File: src/rtl/sha3_pkg.sv
// sha3_pkg: SHA-3 rate constants, domain-separation bytes and absorber state encoding
package sha3_pkg;
  localparam int SHA3_224_RATE = 1152;
  localparam int SHA3_256_RATE = 1088;
  localparam int SHA3_384_RATE = 832;
  localparam int SHA3_512_RATE = 576;
  localparam logic [7:0] DSBYTE_SHA3 = 8'h06;
  localparam logic [7:0] DSBYTE_SHAKE = 8'h1F;
  typedef enum logic [1:0] {FILL, EMIT, PADBLK} absorb_state_t;
endpackage

File: src/rtl/keccak_pad.sv
// keccak_pad: applies pad10*1 with domain suffix ds at byte n and 0x80 at the last rate byte
module keccak_pad #(
  parameter int RATE_BITS = 1088,
  parameter int CW = $clog2(RATE_BITS / 8 + 1)
) (
  input  logic [RATE_BITS-1:0] blk,
  input  logic [CW-1:0]        n,
  input  logic [7:0]           ds,
  output logic [RATE_BITS-1:0] padded
);
  localparam int RB = RATE_BITS / 8;
  for (genvar k = 0; k < RB; k++) begin : g_byte
    assign padded[8*k +: 8] = blk[8*k +: 8] ^ (n == CW'(k) ? ds : 8'h00) ^ (k == RB - 1 ? 8'h80 : 8'h00);
  end
endmodule

File: src/rtl/axis_keccak_absorber.sv
// axis_keccak_absorber: packs AXI-Stream beats into padded SHA-3 rate blocks; ABSORB_STATS_EN adds message/block counters
module axis_keccak_absorber
  import sha3_pkg::*;
#(
  parameter int         DATA_WIDTH = 16,
  parameter int         RATE_BITS  = SHA3_256_RATE,
  parameter logic [7:0] DSBYTE     = DSBYTE_SHA3
) (
  input  logic                    ACLK,
  input  logic                    ARESETn,
  input  logic [DATA_WIDTH-1:0]   s_tdata,
  input  logic [DATA_WIDTH/8-1:0] s_tkeep,
  input  logic                    s_tvalid,
  output logic                    s_tready,
  input  logic                    s_tlast,
  input  logic [1:0]              s_tid,
  output logic [RATE_BITS-1:0]    m_block,
  output logic                    m_valid,
  input  logic                    m_ready,
  output logic                    m_last,
  output logic [1:0]              m_id,
  output logic [31:0]             msg_cnt,
  output logic [31:0]             blk_cnt
);
  localparam int BPB = DATA_WIDTH / 8;
  localparam int RB  = RATE_BITS / 8;
  localparam int CW  = $clog2(RB + 1);
  localparam int IW  = CW + 3;
  absorb_state_t state, state_n;
  logic [RATE_BITS-1:0] blk, blk_n, wblk, pad_in, padded;
  logic [CW-1:0] bcnt, bcnt_n, pc, n, pad_n;
  logic [IW-1:0] wpos;
  logic [DATA_WIDTH-1:0] md;
  logic rdy, last_r, last_n, pend, pend_n, first, accept, hs;
  logic [1:0] id_r;
  assign accept   = s_tvalid & rdy;
  assign hs       = (state == EMIT) & m_ready;
  assign s_tready = rdy;
  assign m_valid  = state == EMIT;
  assign m_block  = blk;
  assign m_last   = last_r;
  assign m_id     = id_r;
  assign pad_in   = state == PADBLK ? blk : wblk;
  assign pad_n    = state == PADBLK ? '0 : n;
  keccak_pad #(.RATE_BITS(RATE_BITS), .CW(CW)) u_pad (
    .blk(pad_in),
    .n(pad_n),
    .ds(DSBYTE),
    .padded(padded)
  );
  // Merge the incoming beat into the block at bcnt, zeroing disabled bytes of a last beat
  always_comb begin
    pc = '0;
    md = '0;
    for (int j = 0; j < BPB; j++) begin
      pc = pc + CW'(s_tkeep[j]);
      md[8*j +: 8] = (s_tkeep[j] | ~s_tlast) ? s_tdata[8*j +: 8] : 8'h00;
    end
    n = bcnt + (s_tlast ? pc : CW'(BPB));
    wpos = {bcnt, 3'b000};
    wblk = blk;
    wblk[wpos +: DATA_WIDTH] = md;
  end
  // Next-state and next-block decisions for fill, emit and extra pad block
  always_comb begin
    state_n = state;
    blk_n = blk;
    bcnt_n = bcnt;
    last_n = last_r;
    pend_n = pend;
    case (state)
      FILL: if (accept) begin
        if (!s_tlast && n != CW'(RB)) begin
          blk_n = wblk;
          bcnt_n = n;
        end else begin
          state_n = EMIT;
          bcnt_n = '0;
          last_n = s_tlast && n != CW'(RB);
          pend_n = s_tlast && n == CW'(RB);
          blk_n = last_n ? padded : wblk;
        end
      end
      EMIT: if (m_ready) begin
        blk_n = '0;
        last_n = 1'b0;
        state_n = pend ? PADBLK : FILL;
      end
      PADBLK: begin
        blk_n = padded;
        last_n = 1'b1;
        pend_n = 1'b0;
        state_n = EMIT;
      end
      default: state_n = FILL;
    endcase
  end
  // State register; s_tready is registered so m_ready never reaches it combinationally
  always_ff @(posedge ACLK or negedge ARESETn) begin
    if (!ARESETn) begin
      state <= FILL;
      rdy <= 1'b0;
    end else begin
      state <= state_n;
      rdy <= state_n == FILL;
    end
  end
  // Block data, byte count, pad flags and message ID capture
  always_ff @(posedge ACLK or negedge ARESETn) begin
    if (!ARESETn) begin
      blk <= '0;
      bcnt <= '0;
      last_r <= 1'b0;
      pend <= 1'b0;
      first <= 1'b1;
      id_r <= '0;
    end else begin
      blk <= blk_n;
      bcnt <= bcnt_n;
      last_r <= last_n;
      pend <= pend_n;
      if (accept) begin
        if (first) id_r <= s_tid;
        first <= s_tlast;
      end
    end
  end
`ifdef ABSORB_STATS_EN
  logic [31:0] msg_q, blk_q;
  assign msg_cnt = msg_q;
  assign blk_cnt = blk_q;
  // Wrapping counters of completed messages and emitted blocks
  always_ff @(posedge ACLK or negedge ARESETn) begin
    if (!ARESETn) begin
      msg_q <= '0;
      blk_q <= '0;
    end else if (hs) begin
      blk_q <= blk_q + 32'd1;
      msg_q <= msg_q + {31'd0, last_r};
    end
  end
`else
  assign msg_cnt = '0;
  assign blk_cnt = '0;
`endif
endmodule

File: config.mk
export PLATFORM = sky130hd
export DESIGN_NAME = axis_keccak_absorber
export DESIGN_NICKNAME = d
export VERILOG_FILES = /design/src/rtl/sha3_pkg.sv /design/src/rtl/keccak_pad.sv /design/src/rtl/axis_keccak_absorber.sv
export SDC_FILE = /design/constraint.sdc
export NUM_CORES = 2
export LEC_CHECK = 0
export CORE_AREA = 3 3 457 459
export CTS_CLUSTER_DIAMETER = 120
export DETAILED_ROUTE_END_ITERATION = 12
export DIE_AREA = 0 0 460 462
export SLEW_MARGIN = 10
export SYNTH_ARGS = -nofsm -noshare
export SYNTH_HDL_FRONTEND = slang
export SYNTH_HIERARCHICAL = 1
export SYNTH_SLANG_ARGS = --single-unit
File: constraint.sdc
create_clock -name ACLK -period 7.9 [get_ports ACLK]
set_clock_uncertainty 0.2 [all_clocks]
set_input_delay 1.185 -clock ACLK [delete_from_list [all_inputs] [get_ports ACLK]]
set_output_delay 1.185 -clock ACLK [all_outputs]
set_load 0.01 [all_outputs]
# Word level (Yosys, flattened, before mapping)
# Index checks and enable logic that the tools add are counted.
dict set report totals {
  regBits 1104
  inputBits 25
  out_inout_bits 1157
  elab_cells 470
}
dict set report classes {
  add_sub_neg 3
  eq_ne 142
  n_shift 2
  mux 160
  n_bitwise 141
  reduce_logical 14
}
# cell n
set ops {}
lappend ops {{1088-bit two-way mux} 5}
lappend ops {{1088-bit case mux with 3 select lines} 1}
lappend ops {{1088-bit bitwise mux} 1}
lappend ops {{16-bit by 13-bit variable shift with 1088-bit output, first input constant} 1}
lappend ops {{16-bit by 13-bit indexed part select with 1088-bit output} 1}
lappend ops {{8-bit bitwise XOR} 110}
lappend ops {{8-bit by 7-bit == test with 1-bit output, second input constant} 64}
lappend ops {{3-bit two-way mux} 136}
lappend ops {{8-bit by 6-bit == test with 1-bit output, second input constant} 32}
lappend ops {{8-bit by 3-bit bitwise XOR with 8-bit output} 26}
lappend ops {{8-bit by 5-bit == test with 1-bit output, second input constant} 16}
lappend ops {{8-bit == test, second input constant} 9}
lappend ops {{8-bit by 4-bit == test with 1-bit output, second input constant} 8}
lappend ops {{8-bit by 3-bit == test with 1-bit output, second input constant} 4}
lappend ops {{8-bit two-way mux} 4}
lappend ops {{8-bit by 2-bit == test with 1-bit output, second input constant} 2}
lappend ops {{11-bit negator with 13-bit output} 1}
lappend ops {{2-bit two-way mux} 5}
lappend ops {{8-bit by 2-bit adder with 8-bit output} 1}
lappend ops {{8-bit by 1-bit == test with 1-bit output, second input constant} 1}
lappend ops {{8-bit logical NOT} 1}
lappend ops {{8-bit != test, second input constant} 1}
lappend ops {{2-bit case mux with 3 select lines} 1}
lappend ops {{3-bit AND reduction} 2}
lappend ops {{18 further kinds} 29}

# Depth between registers and ports, before layout
dict set report logic_depth {
  word_depth 12
  mapped_depth 19
  depth_no_buf 14
}

# Modules after synthesis
# Netlist, hierarchy kept.
# mod n_inst cells_per_inst area_per_inst_um2 seq_area_each_um2
set modules_own_cells {}
lappend modules_own_cells {axis_keccak_absorber 1 7500 68702.1 27627.7}
lappend modules_own_cells {keccak_pad 1 2592 17332.9 0.0}

# Worst setup path before layout
# OpenSTA, ideal clock, no wires.
dict set report synth_path {
  path_kind {input to register}
  from {input s_tlast}
  to {register blk[321], in the netlist m_block[321]}
  setup_time_ns 0.126
  t_arrival_ns 4.534
  required_ns 7.574
  setup_slack_ns 3.040
  path_stages 16
  n_path_buf 4
  cell_sequence {clkbuf_1 -> and2_1 -> ha_1 -> inv_1 -> fa_1 -> o31a_1 -> nor2_1 -> nor2_1 -> buf_2 -> or4b_1 -> buf_2 -> buf_6 -> nor3_2 -> xor2_1 -> and3_1 -> o32a_1}
}
dict set report synth_between {
  word_cells_on_any_way 22
  classes_between {1 x add/sub; 2 x eq/ne; 1 x shift; 11 x mux; 4 x bitwise; 3 x reduce/logical}
}
# element line_no
set synth_rtl {}
lappend synth_rtl {{start: declaration} axis_keccak_absorber.sv:15} ;# input logic s_tlast,
lappend synth_rtl {{2-bit two-way mux (*)} axis_keccak_absorber.sv:59} ;# n = bcnt + (s_tlast ? pc : CW'(BPB));
lappend synth_rtl {{8-bit by 2-bit adder with 8-bit output (*)} axis_keccak_absorber.sv:59}
lappend synth_rtl {{8-bit two-way mux (*)} axis_keccak_absorber.sv:44} ;# assign pad_n = state == PADBLK ? '0 : n;
lappend synth_rtl {{via pad_n[6]} axis_keccak_absorber.sv:31} ;# logic [CW-1:0] bcnt, bcnt_n, pc, n, pad_n;
lappend synth_rtl {{8-bit by 6-bit == test with 1-bit output (*)} keccak_pad.sv:13} ;# assign padded[8*k +: 8] = blk[8*k +: 8] ^ (n == CW'(k) ? ds : 8'h00) ^ (k == RB - 1 ? 8'h80 : 8'h00);
lappend synth_rtl {{3-bit two-way mux (*)} keccak_pad.sv:13}
lappend synth_rtl {{8-bit bitwise XOR (*)} keccak_pad.sv:13}
lappend synth_rtl {{via padded[321]} axis_keccak_absorber.sv:30} ;# logic [RATE_BITS-1:0] blk, blk_n, wblk, pad_in, padded;
lappend synth_rtl {{1088-bit two-way mux} axis_keccak_absorber.sv:81} ;# blk_n = last_n ? padded : wblk;
lappend synth_rtl {{1088-bit two-way mux} axis_keccak_absorber.sv:73} ;# if (!s_tlast && n != CW'(RB)) begin
lappend synth_rtl {{1088-bit two-way mux} axis_keccak_absorber.sv:72} ;# FILL: if (accept) begin
lappend synth_rtl {{1088-bit case mux with 3 select lines (*)} axis_keccak_absorber.sv:71} ;# case (state)
lappend synth_rtl {{end signal: assignment} axis_keccak_absorber.sv:118} ;# blk <= blk_n;
lappend synth_rtl {{end: declaration} axis_keccak_absorber.sv:30}
# The timed path passes the listed nets; every way through them passes the cells marked *. The select of a mux whose other input is x is not followed.
# A chain may end at the register's enable or synchronous reset.

# Worst setup path in the final report
dict set report layout_path {
  from {register bcnt[0]}
  to {register blk[306], in the netlist m_block[306]}
}
dict set report layout_between {
  elab_chain_len 9
  word_cells_on_any_way 17
  classes_between {2 x add/sub; 2 x eq/ne; 2 x shift; 8 x mux; 1 x bitwise; 2 x reduce/logical}
}
# element line_no
set layout_lines {}
lappend layout_lines {{start: declaration} axis_keccak_absorber.sv:31}
lappend layout_lines {{start signal: assignment} axis_keccak_absorber.sv:119} ;# bcnt <= bcnt_n;
lappend layout_lines {{11-bit negator with 13-bit output (*)} axis_keccak_absorber.sv:62} ;# wblk[wpos +: DATA_WIDTH] = md;
lappend layout_lines {{16-bit by 13-bit indexed part select with 1088-bit output or 16-bit by 13-bit variable shift with 1088-bit output (tied branches)} axis_keccak_absorber.sv:62}
lappend layout_lines {{1088-bit bitwise mux (*)} axis_keccak_absorber.sv:62}
lappend layout_lines {{1088-bit two-way mux (*)} axis_keccak_absorber.sv:43} ;# assign pad_in = state == PADBLK ? blk : wblk;
lappend layout_lines {{via pad_in[306]} axis_keccak_absorber.sv:30}
lappend layout_lines {{8-bit bitwise XOR (*)} keccak_pad.sv:13}
lappend layout_lines {{via padded[306]} axis_keccak_absorber.sv:30}
lappend layout_lines {{1088-bit two-way mux} axis_keccak_absorber.sv:81}
lappend layout_lines {{1088-bit two-way mux} axis_keccak_absorber.sv:73}
lappend layout_lines {{1088-bit two-way mux} axis_keccak_absorber.sv:72}
lappend layout_lines {{1088-bit case mux with 3 select lines (*)} axis_keccak_absorber.sv:71}
# Marked as above.

==> results.py <==
metrics = {
    "outcome": {
        "status": "complete, but fails checks",
        "violations": "slew limit",
    },
    "global_route": {
        "overflow": 0,
        "grt_pass1_vias": 90000,
        "grt_max_degree": 165,
        "grt.total_usage_pct": 47.1,
        "antenna_found_initial": 47,
        "grt_pass1_wl_um": 716000,
    },
    "synthesis": {
        "muxShareOfSynthArea_pct": 9.42,
        "synth_top_family_by_area": "simple AND/OR/NAND/NOR gates",
        "synth.top_cells.by_count": "dfrtp_1 (1103), nand2_1 (1022), nand3_1 (948), xnor2_1 (810), mux2_2 (564)",
        "yosys.area.top_type": "dfrtp_1",
        "syn_area_sq_um": 86000,
        "synthCells": 10100,
        "synthXorXnorAreaFrac_pct": 11.2,
        "async_reset_ff_share_pct": 100,
        "synth.most_common_cell": "dfrtp_1",
        "synth.area.top_cells": "dfrtp_1 (32%), xnor2_1 (8.2%), mux2_2 (7.4%)",
        "ys_warn_count": 6,
        "synth-adder-area-share_pct": 0.140,
        "synth-compound-area-share_pct": 19.2,
        "synth_seq_area_share_pct": 32.1,
        "synth_ff_type": "dfrtp_1",
        "avgSynthCellArea_sq_um": 8.53,
        "yosys.area.top_type_share_pct": 32.1,
        "synth_edf_count": 0,
        "synth-seq-cells": 1104,
        "synth_simple_gate_area_share_pct": 20.6,
        "synth.distinct_cells": 107,
    },
    "critical_path": {
        "worst_setup_path_end_kind": "flip-flop",
        "cp_data_arrival_time_ns": 7.10,
        "crit_required_ns": 8.42,
        "crit_path_max_incr_delay_ns": 0.89,
        "cp_slowest_cell": "nand2_1",
        "reg2reg_depth": 13,
        "path_class": "reg -> reg",
        "crit_fanout": 37,
        "crit_chain": "buf_4 > inv_1 > ha_1 > buf_4 > nand2b_1 > a2111o_1 > nand2_1 > nand2_1 > nor3_4 > mux2_2 > xor2_1 > and3_1 > o32a_1",
        "cp-start-kind": "flip-flop",
    },
    "sta": {
        "max_freq_mhz": 152,
        "period_needed_ns": 6.59,
        "tightest_slew_ns": 14.45,
        "setup_viol": 0,
        "timing_hold_violations_final": 0,
        "fin_tns_setup_ns": 0,
        "maxSlewHeadroom_pct": -865,
        "slew_viol_final": 470,
        "rsz0062_at_grt": "false",
        "period_share_pct": 83.4,
        "hold-worst-slack_ns": 0.175,
    },
    "clock_network": {
        "holdBufCountCts": 0,
        "cts-htree-levels": 4,
        "cts_buffer_depth": 3,
        "cts_sinks": 1104,
        "clk_root_buffer_cell": "clkbuf_16",
        "clk_latency_ns": 0.85,
        "cts_tree": "yes",
        "ctsResizeCount": 0,
        "path_clk_slew_ns": 0.06,
        "postCtsSetupBuffers": 0,
        "cts_buffers": 145,
    },
    "routing": {
        "viasPerCell": 7.06,
        "vias": 95900,
        "route.detailed.drc": 0,
        "drt_iter0_drc": 16700,
        "wl_per_cell_um": 38.7,
        "firstDrtPassIters": 9,
        "routed_wl_um": 525000,
        "ant_nets": 0,
    },
    "floorplanning": {
        "die_width_um": 460,
        "placementRows": 166,
        "io_pins": 1182,
        "core_area_sq_um": 205000,
        "start_util_pct": 42.0,
        "dieArea_sq_um": 213000,
        "fp.dieH_um": 462,
    },
    "flow_run": {
        "cap_violations": 0,
    },
    "power_and_ir_drop": {
        "power.clock.fraction_pct": 16.6,
        "p_seq_share_pct": 22.5,
        "internal_power_mw": 19.7,
        "p_switching_mw": 23.6,
        "pwr-share-comb_pct": 60.9,
        "p_sw_share_pct": 54.5,
        "powerDensity_nw_per_um2": 413,
        "peakVddDrop_mv": 0.487,
        "power.total_mw": 43.4,
        "power_leakage_nw": 40.5,
    },
    "cells_and_area": {
        "drive_gt1_share_pct": 13.0,
        "nFillCells": 19000,
        "syn_to_final_growth_pct": 22.1,
        "fin_nets": 10800,
        "fin_util_pct": 51.3,
        "layout.cells.non_filler": 13600,
    },
    "placed_design": {
        "place_inst": 13300,
        "io_buffers": 1117,
        "dpl.hpwl_um": 350000,
        "gp_congestion": 0.995,
    },
    "hold_path": {
        "hold_class": "in -> async",
    },
}
[layer usage]
metal | track usage [%] | wire (um) | vias up | part of all wire, %
met1 | 57.4 | 185000 | 47100 | 35
met4 | 38.7 | 51400 | 28 | 9.8
met2 | 64.6 | 208000 | 8462 | 40
met3 | 19.4 | 79800 | 2179 | 15
met5 | 0 | 180 | - | 0.034
li1 | - | - | 38100 | -
[final cells by class]
class | instances | area, sq um | share of cell area, %
diodes | 30 | 75.1 | 0.0715
clock buffers | 223 | 4430 | 4.22
clock inverters | 42 | 557 | 0.530
inverters | 463 | 1740 | 1.65
multi-input cells | 7613 | 53300 | 50.7
flip-flops and latches | 1104 | 27600 | 26.3
well taps | 2688 | 3360 | 3.20
repair buffers | 1419 | 14000 | 13.3
[cell usage in the layout (no fill, tap or decap), types with 290 or more instances in the layout]
cell type,count
clkdlybuf4s50_1,1116
dfrtp_1,1103
nand2_1,1019
nand3_1,945
xnor2_1,807
mux2_2,564
a221o_1,533
nor3_1,525
inv_1,461
o21ai_0,373
nor2_1,364
o221ai_1,336
xor2_1,290
[cells by family after synthesis]
group | count (synthesis)
adder cells (fa/ha/maj) | 9
flip-flops | 1104
AO/OA/AOI/OAI | 2120
XOR/XNOR | 1102
other | 2
buffers and inverters | 1445
multiplexers | 739
AND/OR/NAND/NOR | 3571
[power groups by stage]
stage / sequential [mW] / combinational (mW) / clock (mW)
floorplan: 9.18 / 12.6 / 0
global placement: 9.64 / 24.5 / 0
detailed placement: 9.65 / 24.8 / 0
CTS: 9.59 / 24.9 / 7.15
global route: 9.77 / 26.9 / 7.38
finish: 9.77 / 26.4 / 7.20
[flip-flops by register name (all words and copies together) (netlist names)]
signal and flops:
state 2, s_tready 1, pend 1, first 1
m_block 1088, m_last 1, bcnt 8, m_id 2
[worst paths after layout]
kind / startpoint / to / slack, ns
min in group ACLK: m_id[0] / m_id[0] / 0.31
worst min register to register: m_id[0] / m_id[0] / 0.31
worst min-delay path: ARESETn / m_block[526] / 0.18
worst max-delay path: bcnt[0] / m_block[306] / 1.31
worst max register to register: bcnt[0] / m_block[306] / 1.31
max in group asynchronous: ARESETn / m_block[352] / 5.43
[worst max-delay path, delay by kind of cell (launching register included)]
family	cells	cell delay [ns]
AND/OR/NAND/NOR	5	2.94
AO/OA/AOI/OAI	2	0.95
XOR/XNOR	1	0.16
adder cells (fa/ha/maj)	1	0.25
flip-flops	1	0.36
multiplexers	1	0.41
buffers and inverters	3	1.13
[stage by stage]
| stage | cell area [sq um] | worst slack [ns] |
|---|---|---|
| floorplan | 86300 | 3.04 |
| global placement | 99900 | 1.52 |
| detailed placement | 99900 | 1.45 |
| CTS | 105000 | 1.73 |
| global route | 105000 | 1.43 |
| finish | 105000 | 1.31 |
Note: power is estimated with default switching activity, not from simulation.
